<file path="config.mk">
export PLATFORM = sky130hd
export DESIGN_NAME = vdp_super_vram_arbiter
export DESIGN_NICKNAME = d
export VERILOG_FILES = /design/src/rtl/vdp_super_vram_arbiter.sv
export SDC_FILE = /design/constraint.sdc
export NUM_CORES = 1
export LEC_CHECK = 0
export CAP_MARGIN = 20
export CORE_AREA = 2 2 92 94
export CTS_CLUSTER_SIZE = 10
export DETAILED_ROUTE_END_ITERATION = 8
export DIE_AREA = 0 0 94 96
export GPL_ROUTABILITY_DRIVEN = 0
export PLACE_DENSITY = 0.85
export SLEW_MARGIN = 20
export SYNTH_ARGS = -nofsm -noshare
export SYNTH_HDL_FRONTEND = slang
export SYNTH_SLANG_ARGS = --single-unit
</file>
<file path="constraint.sdc">
create_clock -name i_clk -period 2 [get_ports i_clk]
set_clock_uncertainty 0.1 [all_clocks]
set_input_delay 0.3 -clock i_clk [delete_from_list [all_inputs] [get_ports i_clk]]
set_output_delay 0.3 -clock i_clk [all_outputs]
set_load 0.01 [all_outputs]
</file>
<file path="src/rtl/vdp_super_vram_arbiter.sv">
// Shares one fixed-latency VRAM command port between super high-res display fetches
// (FS dot phase) and handshaked CPU/VDP byte accesses (every other slot).
module vdp_super_vram_arbiter #(
  parameter int MEM_LATENCY = 1
) (
  input  logic        i_clk,
  input  logic        i_reset,
  input  logic        i_super_high_res,
  input  logic [1:0]  i_dot_phase,
  input  logic        i_display_req,
  input  logic [16:0] i_display_addr,
  output logic [31:0] o_vrm_32,
  input  logic        i_cpu_req,
  input  logic        i_cpu_wr,
  input  logic [17:0] i_cpu_addr,
  input  logic [7:0]  i_cpu_wdata,
  output logic        o_cpu_ack,
  output logic [7:0]  o_cpu_rdata,
  output logic        o_mem_req,
  output logic        o_mem_wr,
  output logic [16:0] o_mem_addr,
  output logic [15:0] o_mem_wdata,
  output logic [1:0]  o_mem_wmask,
  input  logic [31:0] i_mem_rdata,
  input  logic        i_mem_rvalid
);

  typedef enum logic [1:0] {
    ST_IDLE = 2'd0,
    ST_PEND = 2'd1,
    ST_WAIT = 2'd2,
    ST_ACK  = 2'd3
  } cpu_state_t;

  cpu_state_t             r_state;
  logic                   r_wr;
  logic [17:0]            r_addr;
  logic [7:0]             r_wdata;
  logic                   r_cpu_ack;
  logic [7:0]             r_cpu_rdata;
  logic [31:0]            r_vrm_32;
  logic [MEM_LATENCY-1:0] r_tag_valid;
  logic [MEM_LATENCY-1:0] r_tag_disp;

  logic w_disp_slot;
  logic w_cpu_issue;
  logic w_push;
  logic w_ret_valid;
  logic w_ret_disp;

  assign w_disp_slot = i_super_high_res & (i_dot_phase == 2'd3) & i_display_req;
  assign w_cpu_issue = (r_state == ST_PEND) & ~w_disp_slot;
  assign w_push      = ~i_reset & (w_disp_slot | (w_cpu_issue & ~r_wr));
  // The tag at the end of the shift line is the one the current mem_rvalid belongs to.
  assign w_ret_valid = i_mem_rvalid & r_tag_valid[MEM_LATENCY-1];
  assign w_ret_disp  = r_tag_disp[MEM_LATENCY-1];

  assign o_vrm_32    = r_vrm_32;
  assign o_cpu_ack   = r_cpu_ack;
  assign o_cpu_rdata = r_cpu_rdata;

  always_comb begin
    o_mem_req   = 1'b0;
    o_mem_wr    = 1'b0;
    o_mem_addr  = 17'd0;
    o_mem_wdata = 16'd0;
    o_mem_wmask = 2'b00;
    if (i_reset) begin
      o_mem_req = 1'b0;
    end else if (w_disp_slot) begin
      o_mem_req  = 1'b1;
      o_mem_addr = i_display_addr;
    end else if (w_cpu_issue) begin
      o_mem_req  = 1'b1;
      o_mem_wr   = r_wr;
      o_mem_addr = r_addr[17:1];
      if (r_wr) begin
        o_mem_wdata = {r_wdata, r_wdata};
        o_mem_wmask = r_addr[0] ? 2'b10 : 2'b01;
      end else begin
        o_mem_wdata = 16'd0;
      end
    end else begin
      o_mem_req = 1'b0;
    end
  end

  always_ff @(posedge i_clk) begin
    if (i_reset) begin
      r_tag_valid <= '0;
      r_tag_disp  <= '0;
    end else begin
      for (int i = MEM_LATENCY - 1; i > 0; i--) begin
        r_tag_valid[i] <= r_tag_valid[i-1];
        r_tag_disp[i]  <= r_tag_disp[i-1];
      end
      r_tag_valid[0] <= w_push;
      r_tag_disp[0]  <= w_disp_slot;
    end
  end

  always_ff @(posedge i_clk) begin
    if (i_reset) begin
      r_vrm_32 <= 32'd0;
    end else if (w_ret_valid & w_ret_disp) begin
      r_vrm_32 <= i_mem_rdata;
    end else begin
      r_vrm_32 <= r_vrm_32;
    end
  end

  always_ff @(posedge i_clk) begin
    if (i_reset) begin
      r_state     <= ST_IDLE;
      r_wr        <= 1'b0;
      r_addr      <= 18'd0;
      r_wdata     <= 8'd0;
      r_cpu_ack   <= 1'b0;
      r_cpu_rdata <= 8'd0;
    end else begin
      r_cpu_ack <= 1'b0;
      case (r_state)
        ST_IDLE: begin
          if (i_cpu_req) begin
            r_wr    <= i_cpu_wr;
            r_addr  <= i_cpu_addr;
            r_wdata <= i_cpu_wdata;
            r_state <= ST_PEND;
          end
        end
        ST_PEND: begin
          if (w_cpu_issue) begin
            if (r_wr) begin
              r_cpu_ack <= 1'b1;
              r_state   <= ST_ACK;
            end else begin
              r_state <= ST_WAIT;
            end
          end
        end
        ST_WAIT: begin
          if (w_ret_valid & ~w_ret_disp) begin
            r_cpu_rdata <= r_addr[0] ? i_mem_rdata[15:8] : i_mem_rdata[7:0];
            r_cpu_ack   <= 1'b1;
            r_state     <= ST_ACK;
          end
        end
        ST_ACK: begin
          r_state <= ST_IDLE;
        end
        default: begin
          r_state <= ST_IDLE;
        end
      endcase
    end
  end

endmodule
</file>
Word-level counts from Yosys, hierarchy flattened

Index checks and enable logic that the tools add are counted.
W data, S select, Z words.

Flip-flop bits (word level): 72
Logic and storage cells: 61
Input bits: 84
Output and inout port bits: 78

Bitwise logic cells: 13
Reduce and logical (&&, ||, !) cells: 4
Multiplexer cells: 28
Eq/ne operators: 7

Operator list:

| operator             | number |
|---|---|
| $mux W16             | 4 |
| $mux W17             | 3 |
| $mux W2              | 8 |
| $mux W1              | 10 |
| $and A1 B1 Y1        | 8 |
| $mux W8              | 1 |
| $pmux W2 S4          | 1 |
| $eq A2 B2 Y1 const B | 3 |
| $ne A2 B2 Y1 const B | 3 |
| $not A1 Y1           | 4 |
| $reduce_and A2 Y1    | 2 |
| $reduce_and A3 Y1    | 1 |
| $eq A2 B1 Y1 const B | 1 |
| $logic_not A2 Y1     | 1 |
| $pmux W1 S2          | 1 |
| $or A1 B1 Y1         | 1 |

Logic depth before layout (Yosys ltp)

Depth in word-level cells: 8
Gate-level depth with buffers: 7
Gate-level depth less buffers: 5

Worst setup path before layout

Ideal clock, no wire load.

Path type: reg2out
From: register r_state[1]
To: output port o_mem_wdata[14]
Stages on the path, launching flop included: 8
Required time: 1600 ps
Path buffers: 2
Path slack: 100 ps
Data arrival time: 1500 ps
Path through: dfxtp_1 > inv_1 > ha_1 > inv_2 > nor3_4 > buf_6 > and3_1 > buf_4

Longest elaborated chain between the ends: 5

RTL lines:

| item                   | line | RTL |
|---|---|---|
| start, declared        | 35   | `cpu_state_t r_state;` |
| start signal, assigned | 114  | `r_state <= ST_IDLE;` |
| start signal, assigned | 128  | `r_state <= ST_PEND;` |
| start signal, assigned | 135  | `r_state <= ST_ACK;` |
| $eq A2 B1 Y1           | 52   | `assign w_cpu_issue = (r_state == ST_PEND) & ~w_disp_slot;` |
| $and A1 B1 Y1          | 52   |  |
| $mux W16               | 73   | `end else if (w_cpu_issue) begin` |
| $mux W16               | 70   | `end else if (w_disp_slot) begin` |
| $mux W16               | 68   | `if (i_reset) begin` |
| end, declared          | 22   | `output logic [15:0] o_mem_wdata,` |

No other way between the ends.

Worst setup path in the final report

From: register r_state[1]
To: output port o_mem_wdata[15]

The elaborated chain is that of the path after synthesis.

==> results by group <==
Run status
  – Status: finished, violations left
  – Failing checks: setup timing

Worst hold path
  – Tightest Hold Check Type: input port to register
  – Hold Path Depth: 3

Pwr
  – Pleak: 1.943 nW
  – Sw power: roughly 0.0012 W
  – Clock Power Share: 0.331
  – VDD IR max: roughly 0.5 mV
  – Power Dens Cells: approximately 840 nW/um^2
  – Sw Ratio: 0.2863
  – P_int: 0.003032 W
  – Reg power frac: 0.388
  – Final Power: between 0.004 and 0.005 W
  – Comb power frac: 0.281

Run
  – Max-cap viol count: 0

Synthesis
  – Synth Cell Area: slightly above 3000 um^2
  – Synth Area in Adders: 0.01644
  – Yosys top cell by area: dfxtp_1
  – Mapped Avg Cell Area: ~8.2 um^2
  – Synth unique cells: 31
  – Main synth FF type: dfxtp_1
  – Async SR Flop Fraction: 0
  – Most frequent cell after synthesis: nand2_1
  – Synth Area in Compound Gates: 0.1796
  – Sequential area share after synthesis: 0.4735
  – Post-synth top cells: 119 x nand2_1, 72 x dfxtp_1, 61 x a21oi_1, 17 x a22o_1, 14 x buf_2
  – Post-Synth XOR/XNOR Area: 0
  – Multiplexer area fraction after synthesis: 0.03329
  – Area share of and/or/nand/nor cells after synthesis: 0.2211
  – Yosys warns: 0
  – Synth area leaders: dfxtp_1 47%, nand2_1 15%, a21oi_1 10%, a22o_1 4.9%, mux2i_1 3.0%
  – Post-synth EDFFs: 0
  – Synth Instances: roughly 370
  – Seq cells post-synth: 72
  – Largest family of logic cells by synthesized area: simple AND/OR/NAND/NOR gates
  – Top-area cell type share of the netlist area: 0.4735
  – Post-Syn Nets: 457

Critical path
  – R2R depth: 6
  – Required @ worst endpoint: approximately 1.6 ns
  – Max incr delay on CP: around 0.33 ns
  – Critical path fanouts, max: 7
  – CP startpoint: r_state[1]$_SDFFE_PP0P_
  – Worst setup SP type: register
  – Reg-to-Reg End: r_state[0]$_SDFFE_PP0P_
  – CP Capture Type: primary output
  – Most frequent CP cell: buf_6
  – Critical Path End: o_mem_wdata[15]
  – CP max-delay cell: dfxtp_2
  – R2r setup slk: 0.22 ns
  – Worst R2R Start: r_state[0]$_SDFFE_PP0P_
  – Crit path kind: register to primary output
  – Crit-path cells: inv_2 -> ha_4 -> inv_4 -> nor3_4 -> buf_6 -> buf_12 -> buf_6 -> and3_4 -> buf_6
  – Critical path arrival: 1.75 ns

Clock network
  – Root Driver: clkbuf_8
  – Clock sink count: ~70
  – CTS buffer count: 9
  – Clk_lat worst skew: 0.33 ns
  – Maximum root-to-sink buffer count: 2
  – Clock transition at the registers of the reported paths: around 0.08 ns
  – H-Tree Depth: 3
  – CTS tree: done

Cells and area
  – Fill cells: ~670
  – # diodes: 0
  – P&R area growth vs syn: 65.31%
  – Final nets: just over 600
  – Share of layout cells above drive strength 1: 0.1769
  – Final core occ: 0.6250

STA
  – Max Slew Vio Count: 0
  – Fin Hold WS: 0.2551 ns
  – Minimum clock period: 2.147 ns
  – Final setup viols: 36
  – Final hold violation count: 0
  – Fmax: between 400 and 500 MHz
  – Unrepaired setup endpoints after global routing: true
  – Fin crit share: 1.074
  – Slew HR: 0.5369
  – Slew @ Worst Pin: 0.6946 ns
  – Setup ws final: -0.1473 ns

Floorplan
  – Die area: ~9000 um^2
  – Starting Density: 0.3781
  – Cell row count: 33
  – Die Y: roughly 96 um
  – CORE AREA: approximately 8100 um^2
  – Die width: approximately 94 um
  – IO Count: between 150 and 200

Global route
  – Largest net degree at the start of global routing: 69
  – First-pass GRT wire length: between 10,000 and 15,000 um
  – Vias in the first global route: roughly 3,200
  – Number of antenna violations at the first check in global routing: 0
  – GRT Residual Overflow: 0
  – Total track usage: 0.2126

Detailed routing
  – WL/cell: about 15 um
  – Via density: between 4 and 5
  – DR iter-0 viols: roughly 140
  – Drt pass-1 iters: 4
  – DR vias: around 3,200
  – Final wirelength: ~9700 um
  – Final ANT Viol Nets: 0
  – DRC Markers: 0

Placed design
  – Post-DP HPWL: 6604 um
  – Placement Setup Slack: -0.4716 ns
  – PortBufs: roughly 160
==> area by class of cell <==
type	count	area, um^2	share of cell area
inverters	4	17.52	0.003481
clock inverters	5	103.9	0.02064
well taps	105	131.4	0.02611
flip-flops and latches	72	1444	0.2869
clock buffers	11	141.4	0.02810
repair buffers	187	1775	0.3528
multi-input cells	258	1419	0.2819
==> per-stage QoR <==
step | instance area, um^2 | setup TNS (ns) | std cells
floorplan | 3044 | 0 | 369
global placement | 4731 | -14.38 | 617
detailed placement | 4731 | -15.45 | 617
CTS | 5099 | -3.222 | 641
global route | 5032 | -5.880 | 642
finish | 5032 | -2.419 | 642
==> cells by family (layout without fill, tap and decap cells) <==
| family | count (synthesis) | in the layout |
|---|---|---|
| AOI/OAI and AO/OA | 89 | 89 |
| adders and majority gates | 4 | 4 |
| buffers and inverters | 39 | 207 |
| DFF | 72 | 72 |
| muxes | 10 | 10 |
| and+or+nand+nor | 155 | 155 |
==> power groups by stage <==
stage / clock network (W) / logic (W) / registers, W
finish: 0.00141 / 0.00119 / 0.00165
CTS: 0.00144 / 0.00121 / 0.00165
detailed placement: 0 / 0.00105 / 0.00167
floorplan: 0 / 0.000599 / 0.00165
global route: 0.00151 / 0.00130 / 0.00166
global placement: 0 / 0.00101 / 0.00166
==> routing by layer <==
metal	wire (um)	track usage	share of wire	vias to the layer above
li1	-	-	-	1562
met3	797	0.06656	0.082	22
met4	254	0.08696	0.026	0
met2	4924	0.3810	0.51	136
met1	3697	0.2338	0.38	1470
met5	0	0	0	-
==> critical path, delay by kind of cell (launching register included) <==
kind                     cells  cell delay, ns
buffers and inverters        6            0.56
AND/OR/NAND/NOR              2            0.37
flip-flops                   1            0.33
adder cells (fa/ha/maj)      1            0.15
==> state kept, by name, indices dropped and copies added, names as in the netlist <==
signal	flops
r_wdata	8
o_vrm_32	32
r_tag_valid	1
r_addr	18
r_tag_disp	1
o_cpu_rdata	8
o_cpu_ack	1
r_state	2
r_wr	1
==> cell usage in the layout (no fill, tap or decap), types with 5 or more instances in the layout <==
master	Yosys	final
nor2_1	10	10
nand2_1	119	119
mux2i_1	9	9
a211oi_1	7	7
buf_2	14	21
a22o_1	17	17
and3_4	0	7
clkbuf_8	0	10
buf_4	12	17
clkdlybuf4s50_1	0	119
buf_6	3	22
dlygate4sd2_1	0	5
a21oi_1	61	61
dfxtp_1	72	70
==> repair_timing <==
item                       4_1_cts  5_1_grt
gates resized for setup        175       13
pin swaps                        3        6
cloned                           2        0
setup endpoints to repair       37       36
setup buffers                    6        4
hold buffers                     0        0
hold endpoints to repair         0        0
==> worst min path at each step <==
stage	from	end
finish	i_reset	r_wdata[3]$_SDFFE_PP0P_
global route	i_reset	r_wdata[3]$_SDFFE_PP0P_
CTS	i_reset	r_wdata[4]$_SDFFE_PP0P_
detailed placement	r_wdata[2]$_SDFFE_PP0P_	r_wdata[2]$_SDFFE_PP0P_
global placement	r_wdata[6]$_SDFFE_PP0P_	r_wdata[6]$_SDFFE_PP0P_
floorplan	r_wdata[3]$_SDFFE_PP0P_	r_wdata[3]$_SDFFE_PP0P_
(Power assumes the default switching activity.)
